$ cat src/rtl/step_counter_pkg.sv
// Shared types and constants for the step_counter block.
package step_counter_pkg;

    localparam int unsigned DEF_W = 16;
    localparam logic [DEF_W-1:0] DEF_MOD_MAX = {DEF_W{1'b1}};
    localparam int unsigned MAX_W = 32;

    typedef enum logic {
        DIR_DN = 1'b0,
        DIR_UP = 1'b1
    } dir_e;

    // Number of legal count values (MOD_MAX + 1), one bit wider than the count.
    function automatic logic [MAX_W:0] mod_span(input logic [MAX_W-1:0] mod_max);
        return {1'b0, mod_max} + {{MAX_W{1'b0}}, 1'b1};
    endfunction

endpackage

$ cat src/rtl/step_counter_if.sv
// Control/load/status bundle of step_counter; the counter owns the slave side.
interface step_counter_if #(
    parameter int unsigned W = 16
);
    logic         en;
    logic         up;
    logic [W-1:0] step;
    logic         clr;
    logic         ld_valid;
    logic [W-1:0] ld_data;
    logic         ld_ready;
    logic [W-1:0] cnt;
    logic         tc;
    logic         ovf;

    modport master (
        output en, up, step, clr, ld_valid, ld_data,
        input  ld_ready, cnt, tc, ovf
    );

    modport slave (
        input  en, up, step, clr, ld_valid, ld_data,
        output ld_ready, cnt, tc, ovf
    );
endinterface

$ cat src/rtl/full_adder.sv
// One-bit full adder cell used by the ripple datapath.
module full_adder (
    input  logic a,
    input  logic b,
    input  logic cin,
    output logic sum,
    output logic cout
);
    assign sum  = a ^ b ^ cin;
    assign cout = (a & b) | (cin & (a ^ b));
endmodule

$ cat src/rtl/step_counter_chk.sv
// Runtime checks on step_counter inputs: an applied count step must not exceed MOD_MAX.
module step_counter_chk #(
    parameter int unsigned W = 16,
    parameter logic [W-1:0] MOD_MAX = {W{1'b1}}
) (
    input logic         clk,
    input logic         rst_n,
    input logic         en_i,
    input logic         clr_i,
    input logic         ld_acc_i,
    input logic [W-1:0] step_i
);
    a_step_legal: assert property (@(posedge clk) disable iff (!rst_n)
        (en_i && !clr_i && !ld_acc_i) |-> (step_i <= MOD_MAX));
endmodule

$ cat src/rtl/step_counter_ripple_add.sv
// ripple_add_n: W-bit ripple-carry adder chained from full_adder cells.
module ripple_add_n #(
    parameter int unsigned W = 16
) (
    input  logic [W-1:0] a,
    input  logic [W-1:0] b,
    input  logic         cin,
    output logic [W-1:0] sum,
    output logic         cout
);
    logic [W:0] c_s;

    assign c_s[0] = cin;

    for (genvar i = 0; i < W; i++) begin : g_bit
        full_adder u_fa (
            .a    (a[i]),
            .b    (b[i]),
            .cin  (c_s[i]),
            .sum  (sum[i]),
            .cout (c_s[i+1])
        );
    end

    assign cout = c_s[W];
endmodule

$ cat src/rtl/step_counter.sv
// Modulo up/down counter with programmable step, load handshake and terminal-count flags.
// Define STEP_COUNTER_SAT_EN to saturate at 0/MOD_MAX instead of wrapping.
module step_counter
    import step_counter_pkg::*;
#(
    parameter int unsigned W = DEF_W,
    parameter logic [W-1:0] MOD_MAX = {W{1'b1}},
    parameter logic [W-1:0] RST_VAL = {W{1'b0}}
) (
    input logic           clk,
    input logic           rst_n,
    step_counter_if.slave bus
);
    localparam logic [MAX_W:0] SPAN_FULL = mod_span(MAX_W'(MOD_MAX));
    localparam logic [W:0]     SPAN      = SPAN_FULL[W:0];
    localparam logic [W-1:0]   SPAN_LO   = SPAN[W-1:0];

    dir_e         dir_s;
    logic         ld_acc_s;
    logic [W-1:0] raw_b_s, raw_sum_s, fix_b_s, fix_sum_s;
    logic         raw_cin_s, raw_cout_s, fix_cin_s, fix_cout_s;
    logic         wrap_s;
    logic [W-1:0] cnt_q, cnt_d;
    logic         tc_q, tc_d, ovf_q, ovf_d, ld_ready_q;

    assign dir_s    = dir_e'(bus.up);
    assign ld_acc_s = bus.ld_valid & ld_ready_q;

    // Going down adds ~step with carry-in 1; carry-out then means "no borrow".
    assign raw_b_s   = (dir_s == DIR_UP) ? bus.step : ~bus.step;
    assign raw_cin_s = (dir_s == DIR_UP) ? 1'b0 : 1'b1;

    ripple_add_n #(.W(W)) u_raw (
        .a    (cnt_q),
        .b    (raw_b_s),
        .cin  (raw_cin_s),
        .sum  (raw_sum_s),
        .cout (raw_cout_s)
    );

    // Fold back into range: subtract the span after an up wrap, add it after a down wrap.
    assign fix_b_s   = (dir_s == DIR_UP) ? ~SPAN_LO : SPAN_LO;
    assign fix_cin_s = (dir_s == DIR_UP) ? 1'b1 : 1'b0;

    ripple_add_n #(.W(W)) u_fix (
        .a    (raw_sum_s),
        .b    (fix_b_s),
        .cin  (fix_cin_s),
        .sum  (fix_sum_s),
        .cout (fix_cout_s)
    );

    // Full range (SPAN[W] set) wraps exactly on the raw carry; otherwise sum >= span also wraps.
    assign wrap_s = (dir_s == DIR_UP) ? (raw_cout_s | (fix_cout_s & ~SPAN[W])) : ~raw_cout_s;

    // Next-state selection in priority order clr > load > count > hold.
    always_comb begin
        cnt_d = cnt_q;
        tc_d  = 1'b0;
        ovf_d = ovf_q;
        if (bus.clr) begin
            cnt_d = RST_VAL;
            ovf_d = 1'b0;
        end else if (ld_acc_s) begin
            cnt_d = (bus.ld_data > MOD_MAX) ? MOD_MAX : bus.ld_data;
        end else if (bus.en) begin
            if (wrap_s) begin
`ifdef STEP_COUNTER_SAT_EN
                cnt_d = (dir_s == DIR_UP) ? MOD_MAX : {W{1'b0}};
`else
                cnt_d = fix_sum_s;
`endif
                tc_d  = 1'b1;
                ovf_d = 1'b1;
            end else begin
                cnt_d = raw_sum_s;
            end
        end else begin
            cnt_d = cnt_q;
        end
    end

    // State registers with synchronous active-low reset.
    always_ff @(posedge clk) begin
        if (!rst_n) begin
            cnt_q      <= RST_VAL;
            tc_q       <= 1'b0;
            ovf_q      <= 1'b0;
            ld_ready_q <= 1'b0;
        end else begin
            cnt_q      <= cnt_d;
            tc_q       <= tc_d;
            ovf_q      <= ovf_d;
            ld_ready_q <= 1'b1;
        end
    end

    assign bus.cnt      = cnt_q;
    assign bus.tc       = tc_q;
    assign bus.ovf      = ovf_q;
    assign bus.ld_ready = ld_ready_q;

    step_counter_chk #(.W(W), .MOD_MAX(MOD_MAX)) u_chk (
        .clk      (clk),
        .rst_n    (rst_n),
        .en_i     (bus.en),
        .clr_i    (bus.clr),
        .ld_acc_i (ld_acc_s),
        .step_i   (bus.step)
    );
endmodule

$ cat src/flat_wrapper.sv
// flat-port wrapper written by rule: the top's interface ports become plain ports
module step_counter_flat import step_counter_pkg::*;
#(
    parameter int unsigned W = DEF_W,
    parameter logic [W-1:0] MOD_MAX = {W{1'b1}},
    parameter logic [W-1:0] RST_VAL = {W{1'b0}}
)
  (clk, rst_n, bus_en, bus_up, bus_step, bus_clr, bus_ld_valid, bus_ld_data, bus_ld_ready, bus_cnt, bus_tc, bus_ovf);
  step_counter_if #(.W(W)) bus_i ();
  input logic clk;
  input logic rst_n;
  input wire logic [$bits(bus_i.en)-1:0] bus_en;
  input wire logic [$bits(bus_i.up)-1:0] bus_up;
  input wire logic [$bits(bus_i.step)-1:0] bus_step;
  input wire logic [$bits(bus_i.clr)-1:0] bus_clr;
  input wire logic [$bits(bus_i.ld_valid)-1:0] bus_ld_valid;
  input wire logic [$bits(bus_i.ld_data)-1:0] bus_ld_data;
  output wire logic [$bits(bus_i.ld_ready)-1:0] bus_ld_ready;
  output wire logic [$bits(bus_i.cnt)-1:0] bus_cnt;
  output wire logic [$bits(bus_i.tc)-1:0] bus_tc;
  output wire logic [$bits(bus_i.ovf)-1:0] bus_ovf;
  assign bus_i.en = bus_en;
  assign bus_i.up = bus_up;
  assign bus_i.step = bus_step;
  assign bus_i.clr = bus_clr;
  assign bus_i.ld_valid = bus_ld_valid;
  assign bus_i.ld_data = bus_ld_data;
  assign bus_ld_ready = bus_i.ld_ready;
  assign bus_cnt = bus_i.cnt;
  assign bus_tc = bus_i.tc;
  assign bus_ovf = bus_i.ovf;
  step_counter #(.W(W), .MOD_MAX(MOD_MAX), .RST_VAL(RST_VAL)) u_core (.clk(clk), .rst_n(rst_n), .bus(bus_i));
endmodule
$ cat config.mk
export PLATFORM = sky130hd
export DESIGN_NAME = step_counter_flat
export DESIGN_NICKNAME = d
export VERILOG_FILES = /design/src/rtl/step_counter_pkg.sv /design/src/rtl/step_counter_if.sv /design/src/rtl/full_adder.sv /design/src/rtl/step_counter_chk.sv /design/src/rtl/step_counter_ripple_add.sv /design/src/rtl/step_counter.sv /design/src/flat_wrapper.sv
export SDC_FILE = /design/constraint.sdc
export NUM_CORES = 1
export LEC_CHECK = 0
export BUFFER_PORTS_ARGS = -buffer_cell sky130_fd_sc_hd__buf_2
export CELL_PAD_IN_SITES_DETAIL_PLACEMENT = 0
export CELL_PAD_IN_SITES_GLOBAL_PLACEMENT = 1
export CORE_MARGIN = 2
export CORE_UTILIZATION = 42
export CTS_CLUSTER_DIAMETER = 80
export DETAILED_ROUTE_END_ITERATION = 10
export HOLD_SLACK_MARGIN = 0.03
export PLACE_DENSITY = 0.95
export SLEW_MARGIN = 30
export SYNTH_ARGS = -nofsm -noshare
export SYNTH_HDL_FRONTEND = slang
export SYNTH_SLANG_ARGS = --single-unit
$ cat constraint.sdc
create_clock -name clk -period 13.64 [get_ports clk]
set_clock_uncertainty 0.2 [all_clocks]
set_input_delay 2.728 -clock clk [delete_from_list [all_inputs] [get_ports clk]]
set_output_delay 2.728 -clock clk [all_outputs]
set_load 0.005 [all_outputs]
Word level (Yosys, flattened, before mapping)
Cells that the tools add are included.
Widths: inputs -> output; s select.
Storage, ports and cells
  bits in registers: 19
  logic and storage cells: 183
  bits of input ports: 38
  output and inout bits: 19
Operators by class
  magnitude comparators: 1
  bitwise gates (word level): 163
  reduce and logical (&&, ||, !) cells: 4
  mux-type cells: 11
Operators with widths (number)
  $mux 16: 6
  $xor 1x1->1: 64
  $and 1x1->1: 63
  $or 1x1->1: 31
  $gt 16x16->1 const B: 1
  $not 16->16: 1
  $mux 1: 5
  $not 1->1: 4
  $reduce_or 4->1: 1
  $reduce_and 3->1: 1
  $reduce_bool 2->1: 1
  $reduce_or 2->1: 1

Depth between registers and ports, before layout
Gate-level depths: netlist of run 1.
  depth in word-level cells: 40
  depth in mapped cells: 25
  mapped depth without buffers: 24

By module
Synthesis of run 1 repeated with hierarchy kept, for this count alone.
Unflattened totals
  cell total of the unflattened synthesis: 169
  area, all modules: 1849.3 um2
By module, submodules not included
  step_counter: area each 1208.7 um2, instances 1, cells an instance 137, seq. area each 380.4 um2
  full_adder: area each 20.0 um2, instances 32, cells an instance 1, seq. area each 0.0 um2

Worst setup path before layout of run 1
OpenSTA, ideal clock, no wires.
  path kind: in2reg
  start: in bus_up
  end: reg u_core.cnt_q[15] (netlist: u_core.bus.cnt[15])
  arrival time: 9.837 ns
  library setup time: 0.133 ns
  setup slack: 3.470 ns
  data required time: 13.307 ns
  cell stages on the path: 23
  path buffers: 1
  cell sequence: buf_6 > inv_2 > mux2_2 > fa_1 > fa_1 > fa_1 > fa_1 > fa_1 > fa_1 > fa_1 > fa_1 > fa_1 > fa_1 > fa_1 > fa_1 > inv_1 > fa_1 > fa_1 > fa_1 > and3_1 > or3_1 > a31oi_1 > nor3_1
Between the ends
  word-level cells in the longest chain between the ends: 39
  elaborated cells between the ends (all ways): 151
  classes of those cells: 8 x mux; 143 x bitwise
RTL lines
  start: declaration: RTL line flat_wrapper.sv:13  | input wire logic [$bits(bus_i.up)-1:0] bus_up;
  $mux 16: RTL line step_counter.sv:30  | assign raw_b_s = (dir_s == DIR_UP) ? bus.step : ~bus.step;
  $xor 1x1->1: RTL line full_adder.sv:9, full_adder.sv:10
  $and 1x1->1: RTL line full_adder.sv:10  | assign cout = (a & b) | (cin & (a ^ b));
  $or 1x1->1: RTL line full_adder.sv:10
  $and 1x1->1: RTL line full_adder.sv:10
  $or 1x1->1: RTL line full_adder.sv:10
  $and 1x1->1: RTL line full_adder.sv:10
  $or 1x1->1: RTL line full_adder.sv:10
  [23 not listed]
  $or 1x1->1: RTL line full_adder.sv:10
  $and 1x1->1: RTL line full_adder.sv:10
  $or 1x1->1: RTL line full_adder.sv:10
  $not 1->1: RTL line step_counter.sv:54  | assign wrap_s = (dir_s == DIR_UP) ? (raw_cout_s | (fix_cout_s & ~SPAN[W])) : ~raw_cout_s;
  $mux 1: RTL line step_counter.sv:54
  $mux 16 (*): RTL line step_counter.sv:67  | if (wrap_s) begin
  $mux 16 (*): RTL line step_counter.sv:66  | end else if (bus.en) begin
  $mux 16 (*): RTL line step_counter.sv:64  | end else if (ld_acc_s) begin
  end signal: assignment: RTL line step_counter.sv:91  | cnt_q <= cnt_d;
  end: declaration: RTL line step_counter.sv:23  | logic [W-1:0] cnt_q, cnt_d;
Mark *: on every way between the ends. The rest lies on a longest branch, timed or not. The select of a mux whose other input is x is not followed.
A chain may end at the register's enable or synchronous reset.

Worst setup path after layout of run 1
Same ends and word-level chain as after synthesis.

==> flow_summary.rst, run 1 <==
.. list-table::
   :header-rows: 1

   * - Metric
     - Value
   * - Layout overhead on the synthesized area
     - 12.1%
   * - Required time reported for the critical path endpoint
     - 13.57 ns
   * - Worst hold path depth
     - 2
   * - First-pass GRT wire length
     - approximately 6400 µm
   * - H-tree lvl count
     - 1
   * - Post-CTS Hold Buffers
     - 0
   * - Vias in the first global route
     - between 1000 and 1500
   * - Maximum number of pins on one net before global-route repair
     - 30
   * - Resized Gates After CTS
     - 0
   * - Hold Crit Start
     - u_core.bus.ovf
   * - Crit Reg-Reg Endpoint
     - u_core.bus.cnt[15]
   * - Area of the multi-input gates
     - roughly 0.0012 mm²
   * - Ant. Diodes
     - 0
   * - Sum of negative setup slack
     - 0 ns
   * - Max Transition Viols Final
     - 0
   * - Skew-Pair Late Insertion Delay
     - ~0.26 ns
   * - Share of cells above drive strength 1
     - 33.8%
   * - Yosys cell types
     - 30
   * - Share of synthesized flip-flops with an asynchronous set or reset
     - 0%
   * - Outcome
     - finished clean
   * - Top-Level Pins
     - 57
   * - Area taken by flip-flops and latches
     - 380 µm²
   * - Class of the tightest hold or removal check
     - flop to flop
   * - Layout filler cell count
     - 433
   * - Ratio of routed vias to standard cells
     - slightly below 5
   * - Height of the die
     - 70.4 µm
   * - Number of DRC markers in iteration 0
     - between 100 and 150
   * - Via count
     - 1375
   * - Final #Nets
     - about 300
   * - Final hold violation count
     - 0
   * - Standard cell core area
     - 0.00429 mm²
   * - # clock sinks
     - 19
   * - Delay contributed by the slowest stage of the critical path
     - 0.48 ns
   * - Quantity of I/O buffers inserted on ports
     - 56
   * - Number of failing setup endpoints in the final timing report
     - 0
   * - Post-Syn Nets
     - 257
   * - Share of synthesized area occupied by flip-flops and latches
     - 20.5%
   * - Number of optimization iterations in the first detailed-route pass
     - 4
   * - GRT Overall Usage
     - 16.2%
   * - Chip width
     - 70.4 µm
   * - Number of core rows
     - 24
   * - Maxcap violations
     - 0
   * - Maximum frequency from static timing analysis
     - 0.0924 GHz
   * - Netlist area before placement
     - 0.00185 mm²
   * - Origin of the critical flop-to-flop path
     - u_core.bus.cnt[0]
   * - Most used flip-flop cell after synthesis
     - sky130_fd_sc_hd__dfxtp_1
   * - Final RePlAce weighted congestion
     - 0.818
   * - Worst setup SP type
     - input port
   * - Detailed Route WL
     - around 3800 µm
   * - Final Cycle Share
     - between 70 and 80%
   * - Arrival @ worst endpoint
     - 10.75 ns
   * - Post-CTS setup repair buffer count
     - 0
   * - DP Wirelength
     - 3060 µm
   * - Clock slew at the register clock pins of the worst setup and hold paths
     - 0.08 ns
   * - Slack of the worst reg-to-reg path
     - 5.84 ns
   * - Worst-case reg-to-reg path depth
     - 21
   * - Most frequent cell on the critical path
     - sky130_fd_sc_hd__fa_1
   * - Remaining routing DRC violations
     - 0
   * - Peak supply drop
     - 0.0377 mV
   * - Unrepaired setup endpoints after global routing
     - no
   * - TritonCTS clock tree
     - done
   * - Number of synthesized flops with an enable pin
     - 0
   * - Number of antenna violations at the first check in global routing
     - 0
   * - Post-layout min period
     - between 10 and 15 ns
   * - Endpoint of the worst hold-timing path
     - u_core.bus.ovf
   * - Cells along the critical path
     - buf_2 > inv_2 > mux2_2 > fa_1 > fa_1 > fa_1 > fa_1 > fa_1 > fa_1 > fa_1 > fa_1 > fa_1 > fa_1 > fa_1 > fa_1 > inv_1 > fa_1 > fa_1 > fa_1 > and3_1 > or3_1 > a31oi_1 > nor3_1
   * - Least-Margin Pin Slew
     - 0.774 ns
   * - Gr ovfl total
     - 0
   * - Path type of the worst setup path
     - input port to flop
   * - Number of buffers created by CTS
     - 3
   * - Crit-path max FO
     - 22
   * - Post-synthesis instance total
     - 193
   * - Yosys warning count
     - 0
   * - Flop and latch count out of synthesis
     - 19
   * - Area enclosed by the die boundary
     - a little under 0.005 mm²
   * - Slowest CP cell
     - sky130_fd_sc_hd__buf_2
   * - Initial cell density of the core
     - 43.2%
   * - Remaining antenna violation count
     - 0
   * - Kind of end point of the critical path
     - flop
   * - Total Power Consumption
     - 0.000208 W
   * - WL/cell
     - roughly 14 µm
   * - Maximum buffer depth of the clock tree
     - 2
   * - PD cells
     - 100 mW/mm²
   * - Root buffer cell
     - sky130_fd_sc_hd__clkbuf_8
   * - Average cell area after synthesis
     - between 9 and 10 µm²
   * - Slew headroom
     - ~48%
   * - Leakage power figure
     - 0.968 nW
cells in the mapped netlist (4+ instances only):
| cell | count | area [µm²] |
|---|---|---|
| sky130_fd_sc_hd__inv_1 | 17 | 63.8 |
| sky130_fd_sc_hd__clkbuf_1 | 4 | 15.0 |
| sky130_fd_sc_hd__fa_1 | 26 | 521 |
| sky130_fd_sc_hd__o21ai_0 | 8 | 40.0 |
| sky130_fd_sc_hd__xnor2_1 | 14 | 123 |
| sky130_fd_sc_hd__nor3_1 | 4 | 20.0 |
| sky130_fd_sc_hd__nand2_1 | 18 | 67.6 |
| sky130_fd_sc_hd__nor2_1 | 14 | 52.6 |
| sky130_fd_sc_hd__o21ai_1 | 4 | 20.0 |
| sky130_fd_sc_hd__buf_4 | 17 | 128 |
| sky130_fd_sc_hd__dfxtp_1 | 19 | 380 |
| sky130_fd_sc_hd__a211oi_1 | 4 | 30.0 |
| sky130_fd_sc_hd__o211ai_2 | 5 | 62.6 |
| sky130_fd_sc_hd__nand2b_1 | 6 | 37.5 |
| sky130_fd_sc_hd__a311oi_2 | 5 | 75.1 |
report_power, final:
group / switching, W / internal [W]
Combinational: 0.0000561 / 0.0000475
Clock: 0.0000205 / 0.0000204
Sequential: 0.00000399 / 0.0000595
Total: 0.0000805 / 0.000127
cell usage in the layout (no fill, tap or decap), types with 2 or more instances in the layout:
master	instances
sky130_fd_sc_hd__a211oi_1	4
sky130_fd_sc_hd__inv_1	17
sky130_fd_sc_hd__xor2_1	3
sky130_fd_sc_hd__xnor2_1	14
sky130_fd_sc_hd__o211ai_2	5
sky130_fd_sc_hd__o211a_1	3
sky130_fd_sc_hd__dfxtp_1	19
sky130_fd_sc_hd__nand2_2	3
sky130_fd_sc_hd__a311oi_2	5
sky130_fd_sc_hd__mux2i_1	3
sky130_fd_sc_hd__nor2_1	14
sky130_fd_sc_hd__and3_1	2
sky130_fd_sc_hd__fa_1	26
sky130_fd_sc_hd__a21oi_1	2
sky130_fd_sc_hd__buf_2	56
sky130_fd_sc_hd__nor3_1	4
sky130_fd_sc_hd__a31oi_1	3
sky130_fd_sc_hd__nand2b_1	6
sky130_fd_sc_hd__o21ai_0	8
sky130_fd_sc_hd__o21ai_1	4
sky130_fd_sc_hd__nand2_1	17
sky130_fd_sc_hd__clkbuf_8	3
flip-flops by register name, indices dropped and copies added (netlist names):
register             count
u_core.bus.ld_ready      1
u_core.bus.ovf           1
u_core.bus.cnt          16
u_core.bus.tc            1
metal layers:
layer / vias up / GRT usage, % / wire length [µm]
met3: 4 / 1.15 / 188
met2: 40 / 27.4 / 1920
met4: 0 / 3.85 / 33
met1: 653 / 22.7 / 1680
li1: 678 / - / -
met5: - / 0 / 0
how the worst max path moves through the flow:
stage / startpoint / end / slack, ns / cells past startpoint
finish: bus_up / u_core.bus.cnt[15] / 2.82 / 23
floorplan: bus_up / u_core.bus.cnt[15] / 3.47 / 23
global placement: bus_up / u_core.bus.cnt[15] / 2.75 / 25
CTS: bus_up / u_core.bus.cnt[15] / 2.79 / 23
global route: bus_up / u_core.bus.cnt[15] / 2.51 / 23
detailed placement: bus_up / u_core.bus.cnt[15] / 2.52 / 23
cell type report:
| cell class | instances | share of cell area (%) |
|---|---|---|
| clock buffer | 3 | 1.99 |
| clock inverter | 1 | 0.241 |
| inverter | 18 | 3.25 |
| multi-input combinational | 130 | 59.2 |
| sequential | 19 | 18.3 |
| tap | 52 | 3.13 |
| timing repair buffer | 57 | 13.9 |
critical path, delay by kind of cell:
kind / cells / cell delay [ns]
AO/OA/AOI/OAI: 1 / 0.16
adder cells (fa/ha/maj): 15 / 6.02
multiplexers: 1 / 0.36
buffers and inverters: 3 / 0.87
AND/OR/NAND/NOR: 3 / 0.57
cells by family (layout without fill, tap and decap cells):
kind of cell	after synthesis	in the layout	share of synthesized area (%)
buffers and inverters	44	79	13.2
adder cells (fa/ha/maj)	26	26	28.1
multiplexers	4	4	2.23
AND/OR/NAND/NOR	48	48	11.5
XOR/XNOR	18	18	8.91
AO/OA/AOI/OAI	34	34	15.5
flip-flops	19	19	20.5
metrics by stage:
stage | instances | setup slack (ns) | hold WS (ns) | area [µm²] | util, %
final | 280 | 2.82 | 0.250 | 2080 | 48.4
after CTS | 280 | 2.79 | 0.251 | 2070 | 48.3
after global routing | 280 | 2.51 | 0.281 | 2080 | 48.4
after floorplan | 193 | 3.47 | 0.242 | 1850 | -
after detailed placement | 276 | 2.52 | 0.238 | 2030 | 47.2
after global placement | 276 | 2.75 | 0.238 | 2030 | 47.2
Note: power is estimated with default switching activity, not from simulation.
==> run 2, diff against run 1 <==
- ABC_AREA: not set -> 1
- CORE_UTILIZATION: 42 -> 33
- PLACE_DENSITY: 0.95 -> 0.87
- clock period: 13.64 -> 9.9 ns (I/O delays scaled with it)
==> run 2 against run 1 <==
Net effect: via count rose by 9.9%; critical path depth did not move; largest cell class unchanged; cell area rose by 1.9%; sequential power rose by 37%; critical path type unchanged; count of clock-buffer cells in the layout rose by 1; synthesized area rose by 0.14%.
==> flow_summary.rst, run 2 <==
.. list-table::
   :header-rows: 1

   * - Metric
     - Value
   * - Outcome
     - finished clean (unchanged)
   * - Sw Pwr
     - 0.000108 W (was 0.0000805 W)
   * - Kind of end point of the critical path
     - flop (unchanged)
   * - Share of synthesized flip-flops with an asynchronous set or reset
     - 0% (unchanged)
   * - Number of synthesized flops with an enable pin
     - 0 (unchanged)
   * - Worst hold path depth
     - 2 (unchanged)
   * - Worst setup SP type
     - input port (unchanged)
   * - Ratio of routed vias to standard cells
     - 4.32 (was 4.91)
   * - Leakage power figure
     - 1.10 nW (was 0.968 nW)
   * - Root buffer cell
     - sky130_fd_sc_hd__clkbuf_8 (unchanged)
   * - Number of optimization iterations in the first detailed-route pass
     - 4 (unchanged)
   * - DP Wirelength
     - 3270 µm (was 3060 µm)
   * - Proportion of power drawn by combinational gates
     - 48.1% (was 49.8%)
   * - Crit-path max FO
     - 12 (was 22)
   * - Share of synthesized area occupied by flip-flops and latches
     - 20.5% (about the same)
   * - Path type of the worst setup path
     - input port to flop (unchanged)
   * - Final critical-path setup slack
     - 0.958 ns (was 2.82 ns)
   * - Most used flip-flop cell after synthesis
     - sky130_fd_sc_hd__dfxtp_1 (unchanged)
   * - Top-Level Pins
     - 57 (unchanged)
   * - Number of core rows
     - 27 (was 24)
   * - Maximum frequency from static timing analysis
     - between 0.1 and 0.15 GHz
   * - Remaining routing DRC violations
     - 0 (unchanged)
   * - Average cell area after synthesis
     - 7.73 µm² (was 9.60 µm²)
   * - Chip width
     - 79.0 µm (was 70.4 µm)
   * - Skew-Pair Late Insertion Delay
     - 0.26 ns (about the same)
   * - Top-area cell type share of the netlist area
     - 28.1% (about the same)
   * - H-tree lvl count
     - 1 (unchanged)
   * - Fraction of power spent switching nets
     - 39.1% (was 38.7%)
   * - Flop and latch count out of synthesis
     - 19 (unchanged)
   * - Number of DRC markers in iteration 0
     - 67 (was 120)
   * - Unrepaired setup endpoints after global routing
     - no (unchanged)
   * - Initial cell density of the core
     - 33.9% (was 43.2%)
   * - Layout overhead on the synthesized area
     - 14.1% (was 12.1%)
   * - Worst setup slack after placement
     - 0.691 ns (was 2.52 ns)
   * - Hold Crit Start
     - u_core.bus.ovf (unchanged)
   * - Origin of the critical flop-to-flop path
     - u_core.bus.cnt[0] (unchanged)
   * - Slew headroom
     - 39.4% (was 48.4%)
   * - Ant. Diodes
     - 0 (unchanged)
   * - Design internal power
     - 0.000167 W (was 0.000127 W)
   * - Height of the die
     - 79.0 µm (was 70.4 µm)
   * - Standard cell core area
     - 0.00547 mm² (was 0.00429 mm²)
   * - Number of buffers created by CTS
     - 3 (unchanged)
   * - Post-synthesis instance total
     - 240 (was 193)
   * - Area enclosed by the die boundary
     - 0.00624 mm² (was 0.00496 mm²)
   * - Most frequent standard cell in the layout excluding fill and tap cells
     - sky130_fd_sc_hd__nand2_1 (was sky130_fd_sc_hd__buf_2)
   * - Peak supply drop
     - 0.0574 mV (was 0.0377 mV)
   * - Met3 wire len
     - 237 µm (was 188 µm)
   * - Dominant cell type by area after synthesis
     - sky130_fd_sc_hd__fa_1 (unchanged)
   * - Detailed route wirelength on metal2
     - 2040 µm (was 1920 µm)
   * - Proportion of power drawn by flip-flops and latches
     - 31.5% (was 30.5%)
   * - Yosys cell types
     - 17 (was 30)
   * - Vias in the first global route
     - 1499 (was 1362)
   * - Post-Syn Nets
     - 304 (was 257)
   * - Crit Reg-Reg Endpoint
     - u_core.bus.cnt[14] (was u_core.bus.cnt[15])
   * - Post-CTS setup repair buffer count
     - 0 (unchanged)
   * - Quantity of I/O buffers inserted on ports
     - 56 (unchanged)
   * - Top Metal Used
     - met4 (unchanged)
   * - Share of cells above drive strength 1
     - 23.0% (was 33.8%)
   * - Most common library cells after synthesis
     - sky130_fd_sc_hd__nand2_1 (71), sky130_fd_sc_hd__inv_1 (39), sky130_fd_sc_hd__fa_1 (26) (was sky130_fd_sc_hd__fa_1 (26), sky130_fd_sc_hd__dfxtp_1 (19), sky130_fd_sc_hd__nand2_1 (18))
   * - Final RePlAce weighted congestion
     - 0.825 (was 0.818)
   * - Worst-case reg-to-reg path depth
     - 23 (was 21)
   * - Gr ovfl total
     - 0 (unchanged)
   * - Remaining antenna violation count
     - 0 (unchanged)
   * - WL/cell
     - 12.2 µm (was 13.7 µm)
   * - Endpoint of the worst hold-timing path
     - u_core.bus.ovf (unchanged)
   * - # clock sinks
     - 19 (unchanged)
   * - Max Transition Viols Final
     - 0 (unchanged)
   * - Yosys warning count
     - 0 (unchanged)
   * - Detailed Route WL
     - 4260 µm (was 3820 µm)
   * - Number of failing setup endpoints in the final timing report
     - 0 (unchanged)
   * - Clock slew at the register clock pins of the worst setup and hold paths
     - 0.08 ns (about the same)
   * - First-pass GRT wire length
     - 7100 µm (was 6350 µm)
   * - Maximum buffer depth of the clock tree
     - 2 (unchanged)
   * - TritonCTS clock tree
     - done (unchanged)
   * - Post-layout min period
     - 8.94 ns
   * - Slack of the worst reg-to-reg path
     - 2.49 ns (was 5.84 ns)
   * - Final #Nets
     - 343 (was 293)
   * - Most numerous cell in the Yosys netlist
     - sky130_fd_sc_hd__nand2_1 (was sky130_fd_sc_hd__fa_1)
   * - PD cells
     - 130 mW/mm² (was 100 mW/mm²)
   * - Class of the tightest hold or removal check
     - flop to flop (unchanged)
   * - Netlist area before placement
     - 0.00186 mm² (was 0.00185 mm²)
   * - Post-Route Utilization
     - 38.7% (was 48.4%)
   * - Post-CTS Hold Buffers
     - 0 (unchanged)
   * - Most frequent cells in the layout
     - sky130_fd_sc_hd__nand2_1 (71), sky130_fd_sc_hd__buf_2 (56), sky130_fd_sc_hd__inv_1 (39) (was sky130_fd_sc_hd__buf_2 (56), sky130_fd_sc_hd__fa_1 (26), sky130_fd_sc_hd__dfxtp_1 (19))
   * - M1 wire length
     - 1960 µm (was 1680 µm)
   * - Required time reported for the critical path endpoint
     - 9.83 ns (was 13.57 ns)
   * - Resized Gates After CTS
     - 0 (unchanged)
   * - Final Cycle Share
     - about nine tenths
   * - Via count
     - 1511 (was 1375)
   * - Number of antenna violations at the first check in global routing
     - 0 (unchanged)
   * - Cell types with the largest area share after synthesis
     - sky130_fd_sc_hd__fa_1 (28%), sky130_fd_sc_hd__dfxtp_1 (20%), sky130_fd_sc_hd__nand2_1 (14%) (was sky130_fd_sc_hd__fa_1 (28%), sky130_fd_sc_hd__dfxtp_1 (21%), sky130_fd_sc_hd__buf_4 (6.9%))
   * - Maximum number of pins on one net before global-route repair
     - 22 (was 30)
   * - Arrival @ worst endpoint
     - 8.87 ns (was 10.75 ns)
   * - Maxcap violations
     - 0 (unchanged)
   * - GRT Overall Usage
     - 14.7% (was 16.2%)
   * - Number of flip-flops in the largest register
     - 16 (unchanged)
   * - Clock share of power
     - 20.3% (was 19.6%)
   * - Sum of negative setup slack
     - 0 ns (unchanged)
   * - Least-Margin Pin Slew
     - 0.906 ns (was 0.774 ns)
   * - Final hold violation count
     - 0 (unchanged)
## run 2: cell types whose count changed after synthesis, moves of 6 or more
cell / before / now
sky130_fd_sc_hd__a21oi_1: 2 / 14
sky130_fd_sc_hd__nand3_1: 1 / 16
sky130_fd_sc_hd__nor2_1: 14 / 2
sky130_fd_sc_hd__nand2_1: 18 / 71
sky130_fd_sc_hd__inv_1: 17 / 39
sky130_fd_sc_hd__nand2b_1: 6 / 0
## run 2: power groups by stage
stage / registers [W] / clock network (W) / logic, W
after floorplan: 0.0000875 / 0 / 0.000104
after detailed placement: 0.0000887 / 0 / 0.000132
after global routing: 0.0000878 / 0.0000608 / 0.000156
final: 0.0000868 / 0.0000560 / 0.000132
after CTS: 0.0000869 / 0.0000589 / 0.000134
after global placement: 0.0000888 / 0 / 0.000127
## run 2: per-layer routing
layer  track usage (%)  vias up
met2              24.7       43
li1                  -      775
met3              3.64        2
met4              2.59        0
met5                 0        -
met1              19.3      691
## run 2: stage by stage
step                      hold slack (ns)  area (µm²)  cells  power [W]
final                               0.287        2120    350   0.000275
after global routing                0.335        2120    350   0.000304
after CTS                           0.290        2120    350   0.000279
after detailed placement            0.262        2070    346   0.000221
after global placement              0.246        2070    346   0.000216
after floorplan                     0.260        1860    240   0.000192
## run 2: critical path: stages
cell and delay (ns):
sky130_fd_sc_hd__buf_2 0.14, sky130_fd_sc_hd__xnor2_1 0.15, sky130_fd_sc_hd__fa_1 0.42, sky130_fd_sc_hd__fa_1 0.40, sky130_fd_sc_hd__fa_1 0.39, sky130_fd_sc_hd__fa_1 0.39
sky130_fd_sc_hd__fa_1 0.40, sky130_fd_sc_hd__fa_1 0.39, sky130_fd_sc_hd__fa_1 0.39, sky130_fd_sc_hd__fa_1 0.39, sky130_fd_sc_hd__fa_1 0.38, sky130_fd_sc_hd__fa_1 0.38
sky130_fd_sc_hd__fa_1 0.39, sky130_fd_sc_hd__fa_1 0.36, sky130_fd_sc_hd__inv_1 0.07, sky130_fd_sc_hd__fa_1 0.17, sky130_fd_sc_hd__fa_1 0.16, sky130_fd_sc_hd__inv_1 0.05
sky130_fd_sc_hd__fa_1 0.44, sky130_fd_sc_hd__xor2_1 0.74, sky130_fd_sc_hd__nand2_1 0.12, sky130_fd_sc_hd__nand3_1 0.10, sky130_fd_sc_hd__a21oi_1 0.06
## run 2: layout make-up
class,instances,area (µm²)
fillers,604,3360
multi-input cells,157,1160
repair buffers,58,295
inverters,40,150
well taps,72,90.1
flip-flops and latches,19,380
clock buffers,4,45.0
## run 2: how the worst max path moves through the flow
stage                    endpoint  depth (start not counted)  startpoint
2_1_floorplan  u_core.bus.cnt[15]                         25      bus_up
3_3_place_gp   u_core.bus.cnt[11]                         23      bus_up
3_5_place_dp   u_core.bus.cnt[11]                         23      bus_up
4_1_cts         u_core.bus.cnt[8]                         23      bus_up
5_1_grt         u_core.bus.cnt[9]                         23      bus_up
6_report       u_core.bus.cnt[14]                         23      bus_up
## run 2: logic make-up (layout without fill, tap and decap cells)
family | Yosys count | after routing | synth area share [%]
XOR/XNOR | 18 | 18 | 8.50
flip-flops | 19 | 19 | 20.5
adder cells (fa/ha/maj) | 26 | 26 | 28.1
buffers and inverters | 64 | 102 | 17.2
AND/OR/NAND/NOR | 92 | 92 | 20.1
AO/OA/AOI/OAI | 21 | 21 | 5.66
